### config.mk
export PLATFORM = sky130hd
export DESIGN_NAME = spi_msg_master
export DESIGN_NICKNAME = d
export VERILOG_FILES = /design/src/rtl/spi_msg_master.sv
export SDC_FILE = /design/constraint.sdc
export NUM_CORES = 1
export LEC_CHECK = 0
export CORE_UTILIZATION = 45
export CTS_CLUSTER_SIZE = 10
export DETAILED_ROUTE_END_ITERATION = 10
export PLACE_DENSITY_LB_ADDON = 0.2
export SYNTH_ARGS = -nofsm -noshare
export SYNTH_HDL_FRONTEND = slang
export SYNTH_SLANG_ARGS = --single-unit
export TNS_END_PERCENT = 30
### constraint.sdc
create_clock -name clk -period 6 [get_ports clk]
set_input_delay 0.9 -clock clk [delete_from_list [all_inputs] [get_ports clk]]
set_output_delay 0.9 -clock clk [all_outputs]
set_load 0.05 [all_outputs]
### src/rtl/spi_msg_master.sv
// SPI master sending a buffered message of up to F_NUM frames, one cs_n window per frame.
// Define SPI_RX_CAPTURE_EN to store each received frame in rx_buf; otherwise miso is ignored.
//
// state | meaning
// IDLE  | waiting for start, tx_buf writable
// SETUP | cs_n low, MSB on mosi, one half-period before the first sclk edge
// XFER  | 2*F_SIZE sclk half-periods
// GAP   | cs_n high between frames
// DONE  | one-cycle completion pulse
module spi_msg_master #(
  parameter int F_SIZE  = 8,
  parameter int F_NUM   = 4,
  parameter int CLK_DIV = 4,
  parameter bit CPOL    = 1'b0,
  parameter bit CPHA    = 1'b0,
  parameter int CS_GAP  = 2,
  localparam int AW     = $clog2(F_NUM)
) (
  input  logic              clk,
  input  logic              rst,
  input  logic              start,
  input  logic [AW:0]       len,
  output logic              busy,
  output logic              done,
  input  logic              wr_en,
  input  logic [AW-1:0]     wr_addr,
  input  logic [F_SIZE-1:0] wr_data,
  input  logic [AW-1:0]     rd_addr,
  output logic [F_SIZE-1:0] rd_data,
  input  logic              miso,
  output logic              mosi,
  output logic              cs_n,
  output logic              sclk
);

  localparam int CNT_MAX = (CLK_DIV > CS_GAP) ? CLK_DIV : CS_GAP;
  localparam int CW      = $clog2(CNT_MAX + 1);
  localparam int HW      = $clog2(2 * F_SIZE);
  localparam logic [CW-1:0] DIV_LOAD  = CW'(CLK_DIV - 1);
  localparam logic [CW-1:0] GAP_LOAD  = CW'(CS_GAP - 1);
  localparam logic [HW-1:0] HALF_LOAD = HW'(2 * F_SIZE - 1);
  localparam logic [AW:0]   LEN_MAX   = (AW+1)'(F_NUM);

  typedef enum logic [2:0] {IDLE, SETUP, XFER, GAP, DONE} state_t;

  state_t            state_q, state_d;
  logic [CW-1:0]     div_cnt_q, div_cnt_d;
  logic [HW-1:0]     half_cnt_q, half_cnt_d;
  logic [AW-1:0]     idx_q, idx_d;
  logic [AW:0]       len_q, len_d;
  logic [F_SIZE-1:0] shift_q, shift_d;
  logic              sclk_q, sclk_d;
  logic              cs_n_q, cs_n_d;
  logic [F_SIZE-1:0] tx_buf_q [F_NUM];
  logic [F_SIZE-1:0] tx_buf_d [F_NUM];
  logic              edge_evt;
  logic              frame_end;
  logic              lead;

  always_comb begin
    state_d    = state_q;
    div_cnt_d  = div_cnt_q;
    half_cnt_d = half_cnt_q;
    idx_d      = idx_q;
    len_d      = len_q;
    shift_d    = shift_q;
    sclk_d     = sclk_q;
    tx_buf_d   = tx_buf_q;
    edge_evt   = 1'b0;
    frame_end  = 1'b0;
    case (state_q)
      IDLE: begin
        sclk_d = CPOL;
        if (wr_en && (int'(wr_addr) < F_NUM)) tx_buf_d[wr_addr] = wr_data;
        if (start) begin
          len_d     = (len > LEN_MAX) ? LEN_MAX : len;
          idx_d     = '0;
          div_cnt_d = DIV_LOAD;
          // read through tx_buf_d so a same-edge write to entry 0 is sent
          shift_d   = tx_buf_d[0];
          state_d   = (len == '0) ? DONE : SETUP;
        end
      end
      SETUP: begin
        if (div_cnt_q == '0) begin
          div_cnt_d  = DIV_LOAD;
          half_cnt_d = HALF_LOAD;
          edge_evt   = 1'b1;
          state_d    = XFER;
        end else begin
          div_cnt_d = div_cnt_q - CW'(1);
        end
      end
      XFER: begin
        if (div_cnt_q == '0) begin
          if (half_cnt_q == '0) begin
            div_cnt_d = GAP_LOAD;
            sclk_d    = CPOL;
            frame_end = 1'b1;
            state_d   = GAP;
          end else begin
            half_cnt_d = half_cnt_q - HW'(1);
            div_cnt_d  = DIV_LOAD;
            edge_evt   = 1'b1;
          end
        end else begin
          div_cnt_d = div_cnt_q - CW'(1);
        end
      end
      GAP: begin
        if (div_cnt_q == '0) begin
          if (({1'b0, idx_q} + (AW+1)'(1)) < len_q) begin
            idx_d     = idx_q + AW'(1);
            div_cnt_d = DIV_LOAD;
            shift_d   = tx_buf_q[idx_d];
            state_d   = SETUP;
          end else begin
            state_d = DONE;
          end
        end else begin
          div_cnt_d = div_cnt_q - CW'(1);
        end
      end
      DONE:    state_d = IDLE;
      default: state_d = IDLE;
    endcase

    // odd remaining half count marks a leading edge; the first edge has no shift
    // for CPHA=1 (MSB already out) and the last edge has no shift for CPHA=0
    lead = half_cnt_d[0];
    if (edge_evt) begin
      sclk_d = ~sclk_q;
      if (CPHA ? (lead && (half_cnt_d != HALF_LOAD)) : (!lead && (half_cnt_d != '0)))
        shift_d = {shift_q[F_SIZE-2:0], 1'b0};
    end
    cs_n_d = !((state_d == SETUP) || (state_d == XFER));
  end

  always_ff @(posedge clk or posedge rst) begin
    if (rst) begin
      state_q    <= IDLE;
      div_cnt_q  <= '0;
      half_cnt_q <= '0;
      idx_q      <= '0;
      len_q      <= '0;
      shift_q    <= '0;
      sclk_q     <= CPOL;
      cs_n_q     <= 1'b1;
      tx_buf_q   <= '{default: '0};
    end else begin
      state_q    <= state_d;
      div_cnt_q  <= div_cnt_d;
      half_cnt_q <= half_cnt_d;
      idx_q      <= idx_d;
      len_q      <= len_d;
      shift_q    <= shift_d;
      sclk_q     <= sclk_d;
      cs_n_q     <= cs_n_d;
      tx_buf_q   <= tx_buf_d;
    end
  end

  assign busy = (state_q == SETUP) || (state_q == XFER) || (state_q == GAP);
  assign done = (state_q == DONE);
  assign cs_n = cs_n_q;
  assign sclk = sclk_q;
  assign mosi = ~cs_n_q & shift_q[F_SIZE-1];

`ifdef SPI_RX_CAPTURE_EN
  logic [F_SIZE-1:0] rx_shift_q, rx_shift_d;
  logic [F_SIZE-1:0] rx_buf_q [F_NUM];
  logic [F_SIZE-1:0] rx_buf_d [F_NUM];

  always_comb begin
    rx_shift_d = rx_shift_q;
    rx_buf_d   = rx_buf_q;
    if (edge_evt && (CPHA ? !lead : lead)) rx_shift_d = {rx_shift_q[F_SIZE-2:0], miso};
    if (frame_end) rx_buf_d[idx_q] = rx_shift_q;
  end

  always_ff @(posedge clk or posedge rst) begin
    if (rst) begin
      rx_shift_q <= '0;
      rx_buf_q   <= '{default: '0};
    end else begin
      rx_shift_q <= rx_shift_d;
      rx_buf_q   <= rx_buf_d;
    end
  end

  assign rd_data = (int'(rd_addr) < F_NUM) ? rx_buf_q[rd_addr] : '0;
`else
  logic unused_rx;
  assign unused_rx = ^{miso, rd_addr, frame_end};
  assign rd_data   = '0;
`endif

endmodule

==> metrics.csv, run 1 <==
stage,metric,value,unit
synthesis,post-synth top area share,45.3,%
pwr,P_sw,0.594,mW
timing,Layout Skew,0.00677,ns
floorplanning,die area,0.00721,mm2
synthesis,post-synthesis sequential area ratio,46.2,%
timing,final hold violation count,0,
global_route,initial antenna violation count,0,
final_layout,most frequent cells in the layout,"dfrtp_1, mux2_2, clkdlybuf4s50_1",
place,placed insts,345,
clocking,Root Buffer,clkbuf_8,
floorplanning,die height,84.9,um
timing,worst-case hold slack,0.468,ns
final_layout,register area,0.00143,mm2
synthesis,compound-gate portion of the synthesized area,11.3,%
pwr,Comb power frac,37.6,%
synthesis,mapped cell area,0.00309,mm2
routing,vias per cell,5.82,
place,Placement Setup Slack,2.96,ns
timing,max frequency,316,MHz
final_layout,Final nets,305,
synthesis,mux cell area share after synthesis,23.5,%
global_route,first-pass GRT wire length,10500,um
setup_path,worst path required time,5.10,ns
routing,starting DRC count in detailed routing,81,
clocking,clk buf depth,2,
place,HPWL Detailed,4100,um
routing,WL final,6240,um
outcome,outcome,"finished, violations left",
setup_path,crit path DAT,2.26,ns
min_path,worst min-delay path class,flop to flop,
floorplanning,Core Area,0.00649,mm2
timing,crit path time final,3.16,ns
synthesis,largest family of logic cells by synthesized area,multiplexers,
synthesis,Synth Area in Simple Gates,11.7,%
synthesis,count of cell types in the netlist,54,
synthesis,Synth Register Bits,57,
clocking,Post-CTS Repair Setup Buffers,0,
synthesis,post-synthesis average cell area,12.1,um2
timing,Tightest Pin Transition,1.09,ns
setup_path,path depth of the worst reg2reg path,7,
synthesis,Synth Instances,256,
clocking,cts repair resizes,0,
routing,first-pass iteration count of the detailed router,8,
pwr,internal power,1.08,mW
outcome,failing checks,design-rule violations,
setup_path,CP Launch Type,flop,
flow_run,max-cap viol count,0,
clocking,cts hold-fix bufs,0,
place,PortBufs,21,
routing,ANT nets after route,0,
setup_path,CP endpoint kind,primary output,
pwr,Sw Ratio,35.5,%
floorplanning,Initial Utilization,47.6,%
timing,setup TNS,0,ns
timing,unrepaired setup endpoints after global routing,no,
synthesis,Synth area leader,dfrtp_1,
final_layout,"commonest non-fill, non-tap cell in the layout",dfrtp_1,
place,dpl cell area,0.00333,mm2
synthesis,XOR/XNOR Fraction of Synth Area,0.283,%
pwr,PwrDens,475,mW/mm2
final_layout,Syn-to-layout area delta,14.0,%
global_route,grt ovf,0,
timing,Rel. slew slack,26.4,%
final_layout,footprint of the multi-input gates,0.00155,mm2
min_path,hold path depth,1,
final_layout,share of cells above drive strength 1,26.8,%
final_layout,Finished Cell Area,0.00353,mm2
clocking,CTS H-tree lvls,3,
synthesis,async set or reset register ratio after synthesis,100,%
final_layout,fill count,557,
routing,final routed DRC violation total,2,
final_layout,final core occ,54.3,%
pwr,"IR drop worst, VDD",0.233,mV
pwr,PnR Total Power,1.67,mW
final_layout,Ant. Diodes,0,
floorplanning,Top Ports,33,
pwr,Leak,1.49,nW
global_route,largest net degree at the start of global routing,58,
place,placer congestion estimate,0.766,
clocking,Worst-path clk slew,0.06,ns
timing,# setup viols final,0,
clocking,worst-skew pair later-pin latency,0.33,ns
synthesis,ys flop type,dfrtp_1,
final_layout,post-route insts no fill,361,
clocking,clk sink count,57,
clocking,CTS Buf Count,9,
synthesis,"top cells by area, synth","dfrtp_1, mux2_2, mux4_2, mux2i_1, ha_1",
timing,fin. max-slew vios,0,
routing,WL per Instance,17.3,um
clocking,TritonCTS clock tree,yes,
synthesis,adder-cell area share of the yosys netlist,2.43,%
pwr,Reg power frac,41.6,%
setup_path,Setup CP Type,flop to primary output,
setup_path,Critical Path Fanout Max,21,
synthesis,Yosys warnings,0,
global_route,vias in the first global route,2061,
global_route,GRT Overall Usage,19.6,%
synthesis,"EDFF count, synth",0,
floorplanning,Die W,84.9,um
timing,final setup margin,2.84,ns
floorplanning,row count,29,
pwr,clock share of power,20.7,%
timing,period utilization,52.7,%
routing,Via Count,2100,
[Yosys cell counts, types with 3 or more instances]
cell      number
a21oi_1       11
a221o_1        7
buf_4          8
clkbuf_1       6
dfrtp_1       56
ha_1           6
inv_1          9
mux2_2        40
mux2i_1        8
mux4_2         8
nand2_1       12
nand2b_1       3
nand4_1        3
nor2_1        18
nor3_1         6
o21ai_0        7
[power groups by stage]
stage	combinational [mW]	clock, mW	sequential, mW
2_1_floorplan	0.523	0	0.661
3_3_place_gp	0.615	0	0.697
3_5_place_dp	0.631	0	0.702
4_1_cts	0.635	0.356	0.696
5_1_grt	0.693	0.369	0.726
6_report	0.630	0.347	0.697
[kinds of logic (layout without fill, tap and decap cells)]
| group | after synthesis | after routing |
|---|---|---|
| flip-flops | 57 | 57 |
| multiplexers | 57 | 57 |
| buffers and inverters | 27 | 48 |
| XOR/XNOR | 1 | 1 |
| other | 1 | 8 |
| adder cells (fa/ha/maj) | 6 | 6 |
| AND/OR/NAND/NOR | 62 | 62 |
| AO/OA/AOI/OAI | 45 | 45 |
[critical path, cell delays in order, from the launching register on]
cell	delay, ns
dfrtp_1	0.60
nor2_1	0.36
and2_1	0.17
clkdlybuf4s50_1	0.79
[routing by layer]
metal / vias to the layer above / share of wire, % / GRT usage, %
met4: 0 / 1.2 / 8.47
met1: 1051 / 46 / 26.0
li1: 994 / - / -
met2: 46 / 49 / 31.2
met5: - / 0 / 0
met3: 9 / 4.6 / 4.47
[cell type report]
| class | instances | area share (%) |
|---|---|---|
| Sequential cell | 57 | 40.5 |
| Multi-Input combinational cell | 179 | 44.0 |
| Clock inverter | 2 | 0.284 |
| Timing Repair Buffer | 23 | 6.39 |
| Inverter | 9 | 0.958 |
| Tap cell | 77 | 2.73 |
| Clock buffer | 14 | 5.18 |
[final timing paths]
path	from	slack, ns	to
min in group asynchronous	rst	1.09	shift_q[2]
max in group asynchronous	rst	4.43	tx_buf_q[28]
setup / recovery	state_q[1]	2.84	done
hold reg to reg	div_cnt_q[0]	0.47	div_cnt_q[0]
hold / removal	div_cnt_q[0]	0.47	div_cnt_q[0]
setup reg to reg	idx_q[0]	2.93	shift_q[6]
(Power assumes the default switching activity.)
==> run 2: changes to the inputs <==
clock period = 2.8 ns   (was 6 ns; I/O delays follow)
==> metrics.csv, run 2 (synthesis results as in run 1) <==
stage,metric,value,unit,change
clocking,clk sink count,57,,unchanged
final_layout,fill count,577,,+3.6%
global_route,GRT Overall Usage,19.8,%,+0.17 points
final_layout,final core occ,55.5,%,+1.2 points
clocking,CTS Buf Count,9,,unchanged
place,PortBufs,21,,unchanged
place,Placement Setup Slack,0.351,ns,-2.60 ns
clocking,CTS H-tree lvls,3,,unchanged
global_route,largest net degree at the start of global routing,31,,-47%
timing,Rel. slew slack,57.5,%,+31 points
place,HPWL Detailed,4360,um,+6.1%
floorplanning,Initial Utilization,47.6,%,unchanged
final_layout,"commonest non-fill, non-tap cell in the layout",dfrtp_1,,
clocking,TritonCTS clock tree,yes,,
timing,max frequency,379,MHz,
final_layout,Ant. Diodes,0,,unchanged
clocking,Post-CTS Repair Setup Buffers,0,,unchanged
timing,final hold violation count,0,,unchanged
timing,# setup viols final,0,,unchanged
outcome,failing checks,design-rule violations,,
clocking,Root Buffer,clkbuf_8,,
final_layout,Finished Cell Area,0.00360,mm2,+2.2%
global_route,vias in the first global route,2194,,+6.5%
timing,Tightest Pin Transition,0.637,ns,-0.453 ns
routing,Via Count,2115,,+0.71%
pwr,PnR Total Power,3.58,mW,+110%
setup_path,CP Launch Type,flop,,
place,placer congestion estimate,0.785,,+2.5%
timing,Layout Skew,0.00413,ns,-0.00264 ns
timing,setup TNS,0,ns,unchanged
setup_path,worst path required time,2.38,ns,-2.72 ns
clocking,worst-skew pair later-pin latency,0.33,ns,about the same
clocking,Worst-path clk slew,0.07,ns,about the same
final_layout,Final nets,316,,+3.6%
floorplanning,die height,84.9,um,unchanged
timing,unrepaired setup endpoints after global routing,no,,
pwr,"IR drop worst, VDD",0.460,mV,+97%
clocking,cts repair resizes,0,,unchanged
place,placed insts,356,,+3.2%
floorplanning,die area,0.00721,mm2,unchanged
outcome,outcome,"finished, violations left",,
routing,WL per Instance,17.0,um,-1.7%
routing,vias per cell,5.69,,-2.3%
pwr,Leak,1.54,nW,+3.3%
place,dpl cell area,0.00343,mm2,+2.9%
global_route,first-pass GRT wire length,10800,um,+3.1%
timing,worst-case hold slack,0.483,ns,+0.0151 ns
clocking,clk buf depth,2,,unchanged
floorplanning,Die W,84.9,um,unchanged
floorplanning,Core Area,0.00649,mm2,unchanged
final_layout,post-route insts no fill,372,,+3.0%
clocking,cts hold-fix bufs,0,,unchanged
setup_path,Setup CP Type,flop to primary output,,
routing,starting DRC count in detailed routing,113,,+40%
global_route,grt ovf,0,,unchanged
routing,first-pass iteration count of the detailed router,9,,+1
floorplanning,row count,29,,unchanged
min_path,worst min-delay path class,flop to flop,,
routing,final routed DRC violation total,1,,-1
routing,WL final,6320,um,+1.3%
final_layout,register area,0.00143,mm2,unchanged
setup_path,crit path DAT,2.22,ns,-0.04 ns
global_route,initial antenna violation count,0,,unchanged
timing,period utilization,94.2,%,
flow_run,max-cap viol count,0,,unchanged
timing,crit path time final,2.64,ns,
pwr,PwrDens,993,mW/mm2,+110%
final_layout,footprint of the multi-input gates,0.00155,mm2,unchanged
routing,ANT nets after route,0,,unchanged
floorplanning,Top Ports,33,,unchanged
timing,fin. max-slew vios,0,,unchanged
final_layout,Syn-to-layout area delta,16.5,%,
final_layout,share of cells above drive strength 1,29.2,%,+2.4 points
setup_path,CP endpoint kind,primary output,,
timing,final setup margin,0.164,ns,-2.68 ns
setup_path,Critical Path Fanout Max,16,,-24%
final_layout,most frequent cells in the layout,"dfrtp_1, mux2_2, clkdlybuf4s50_1",,
[run 2: cell count changes in the layout (fill, tap and decap cells not counted)]
cell / delta
clkinv_2: +1
buf_12: +1
clkbuf_8: -2
buf_4: +10
clkbuf_1: +1
[run 2: cell type report]
class                   count  area share [%]
clock buffers              13            4.41
clock inverters             3           0.417
inverters                   9           0.938
multi-input cells         179            43.0
flip-flops and latches     57            39.6
well taps                  77            2.67
repair buffers             34            8.89
[run 2: critical path: stages (launching register included)]
cell,delay [ns]
dfrtp_1,0.57
nor2_1,0.35
and2_1,0.17
clkdlybuf4s50_1,0.79
[run 2: worst paths after layout]
check	end	cells after the start	startpoint	slack, ns
min reg2reg	div_cnt_q[0]	1	div_cnt_q[0]	0.48
max in group asynchronous	state_q[1]	3	rst	1.73
min	div_cnt_q[0]	1	div_cnt_q[0]	0.48
max	done	3	state_q[0]	0.16
min in group asynchronous	asynchronous set/reset pin	2	rst	0.49
max reg2reg	shift_q[5]	7	div_cnt_q[0]	0.36
[run 2: power breakdown]
part,switching [mW],internal [mW]
Combinational,0.701,0.736
Sequential,0.252,1.20
Clock,0.325,0.366
Total,1.28,2.30
[run 2: per-layer routing]
metal | GRT usage [%] | wire length (um) | vias to the layer above
li1 | - | - | 1007
met1 | 25.2 | 2970 | 1060
met2 | 33.3 | 3060 | 35
met3 | 4.47 | 202 | 13
met4 | 6.93 | 95 | 0
met5 | 0 | 0 | -
==> run 3: changes to the inputs <==
RECOVER_POWER = 100   (was default)
==> metrics.csv, run 3 (synthesis results as in run 1) <==
stage,metric,value,unit,change
outcome,outcome,"finished, violations left",,
outcome,failing checks,design-rule violations,,
clocking,clk buf depth,2,,unchanged
routing,WL final,6320,um,about the same
setup_path,worst path required time,2.38,ns,about the same
setup_path,critical path launch point,state_q[0],,
clocking,cts repair resizes,0,,unchanged
routing,first-pass iteration count of the detailed router,8,,-1
setup_path,worst-path cell chain,nor2_1 -> and2_1 -> clkdlybuf4s50_1,,
global_route,largest net degree at the start of global routing,31,,unchanged
clocking,Root Buffer,clkbuf_8,,
timing,unrepaired setup endpoints after global routing,no,,
routing,final routed DRC violation total,2,,+1
clocking,cts hold-fix bufs,0,,unchanged
routing,ANT nets after route,0,,unchanged
final_layout,Syn-to-layout area delta,15.4,%,
pwr,"IR drop worst, VDD",0.460,mV,about the same
routing,starting DRC count in detailed routing,112,,-0.88%
place,placer congestion estimate,0.785,,unchanged
timing,fin. max-slew vios,0,,unchanged
timing,final setup margin,0.188,ns,+0.0242 ns
timing,period utilization,93.3,%,-0.86 points
global_route,first-pass GRT wire length,10800,um,unchanged
final_layout,footprint of the multi-input gates,0.00155,mm2,-0.32%
timing,crit path time final,2.61,ns,-0.0242 ns
setup_path,crit path DAT,2.19,ns,-0.03 ns
setup_path,Worst path top cell family by delay,buffers and inverters,,
setup_path,CP Launch Type,flop,,
floorplanning,Initial Utilization,47.6,%,unchanged
setup_path,Setup CP Type,flop to primary output,,
pwr,PwrDens,995,mW/mm2,+0.22%
setup_path,slowest stage cell on the critical path,clkdlybuf4s50_1,,
clocking,TritonCTS clock tree,yes,,
final_layout,register area,0.00143,mm2,unchanged
clocking,worst-skew pair later-pin latency,0.33,ns,about the same
timing,final hold violation count,0,,unchanged
min_path,worst min-delay path class,flop to flop,,
setup_path,CP endpoint kind,primary output,,
clocking,Worst-path clk slew,0.07,ns,about the same
timing,setup TNS,0,ns,unchanged
setup_path,Critical Path Fanout Max,16,,unchanged
floorplanning,Core Area,0.00649,mm2,unchanged
place,Placement Setup Slack,0.351,ns,unchanged
final_layout,Final nets,316,,unchanged
timing,Tightest Pin Transition,1.10,ns,+0.465 ns
routing,Via Count,2122,,+0.33%
setup_path,Reg-to-Reg Start,div_cnt_q[0],,
global_route,initial antenna violation count,0,,unchanged
final_layout,share of cells above drive strength 1,26.1,%,-3.1 points
place,HPWL Detailed,4360,um,unchanged
clocking,Post-CTS Repair Setup Buffers,0,,unchanged
floorplanning,die height,84.9,um,unchanged
floorplanning,Top Ports,33,,unchanged
floorplanning,Die W,84.9,um,unchanged
global_route,grt ovf,0,,unchanged
floorplanning,row count,29,,unchanged
final_layout,"commonest non-fill, non-tap cell in the layout",dfrtp_1,,
timing,Rel. slew slack,26.5,%,-31 points
setup_path,max incr delay on CP,0.79,ns,about the same
final_layout,Ant. Diodes,0,,unchanged
clocking,CTS H-tree lvls,3,,unchanged
routing,WL per Instance,17.0,um,about the same
setup_path,worst path buffer plus inverter count,1,,unchanged
flow_run,max-cap viol count,0,,unchanged
timing,Layout Skew,0.00454,ns,+0.000419 ns
place,PortBufs,21,,unchanged
floorplanning,die area,0.00721,mm2,unchanged
clocking,clk sink count,57,,unchanged
final_layout,fill count,585,,+1.4%
pwr,Leak,1.53,nW,-0.59%
timing,# setup viols final,0,,unchanged
global_route,vias in the first global route,2194,,unchanged
timing,max frequency,383,MHz,+0.93%
min_path,min-delay src,div_cnt_q[0],,
routing,vias per cell,5.70,,+0.33%
final_layout,most frequent cells in the layout,"dfrtp_1, mux2_2, nor2_1",,
global_route,GRT Overall Usage,19.8,%,unchanged
clocking,CTS Buf Count,9,,unchanged
==> run 3: area by class of cell <==
class / instances / area share, %
clock buffer: 13 / 4.45
clock inverter: 3 / 0.421
inverter: 9 / 0.947
multi-input combinational: 179 / 43.3
sequential: 57 / 40.0
tap: 77 / 2.70
timing repair buffer: 34 / 8.14
==> run 3: metal layers <==
layer	up-vias	track usage, %	wire (um)
met1	1053	25.2	2880
met3	13	4.47	313
li1	1007	-	-
met5	-	0	0
met2	49	33.3	3030
met4	0	6.93	99
==> run 3: worst paths after layout <==
path	to	slack [ns]	cells after the start
worst max register to register	shift_q[5]	0.35	7
max in group asynchronous	half_cnt_q[3]	0.45	3
worst min register to register	div_cnt_q[0]	0.48	1
worst min-delay path	div_cnt_q[0]	0.48	1
min in group asynchronous	asynchronous set/reset pin	0.81	2
worst max-delay path	done	0.19	3
==> run 3: power breakdown <==
group          leakage, nW  switching [mW]  internal [mW]
registers            0.694           0.247           1.20
clock network       0.0932           0.324          0.366
logic                0.740           0.699          0.716
==> run 3: through the flow <==
step / utilization (%) / instances / cell area [um2] / hold WS [ns] / power [mW]
floorplan: - / 263 / 3120 / 0.440 / 2.54
global placement: 52.8 / 356 / 3430 / 0.460 / 2.86
finish: 54.9 / 372 / 3570 / 0.484 / 3.55
global route: 54.9 / 372 / 3570 / 0.510 / 3.82
CTS: 55.5 / 372 / 3600 / 0.485 / 3.60
detailed placement: 52.8 / 356 / 3430 / 0.476 / 2.91
==> run 3: worst register-to-register path: cells and delay by family (launching register included) <==
kind	cells	cell delay, ns
fa+ha+maj	1	0.24
simple gates	2	0.46
buf+inv	1	0.09
compound gates	1	0.57
flops	1	0.40
mux	2	0.58
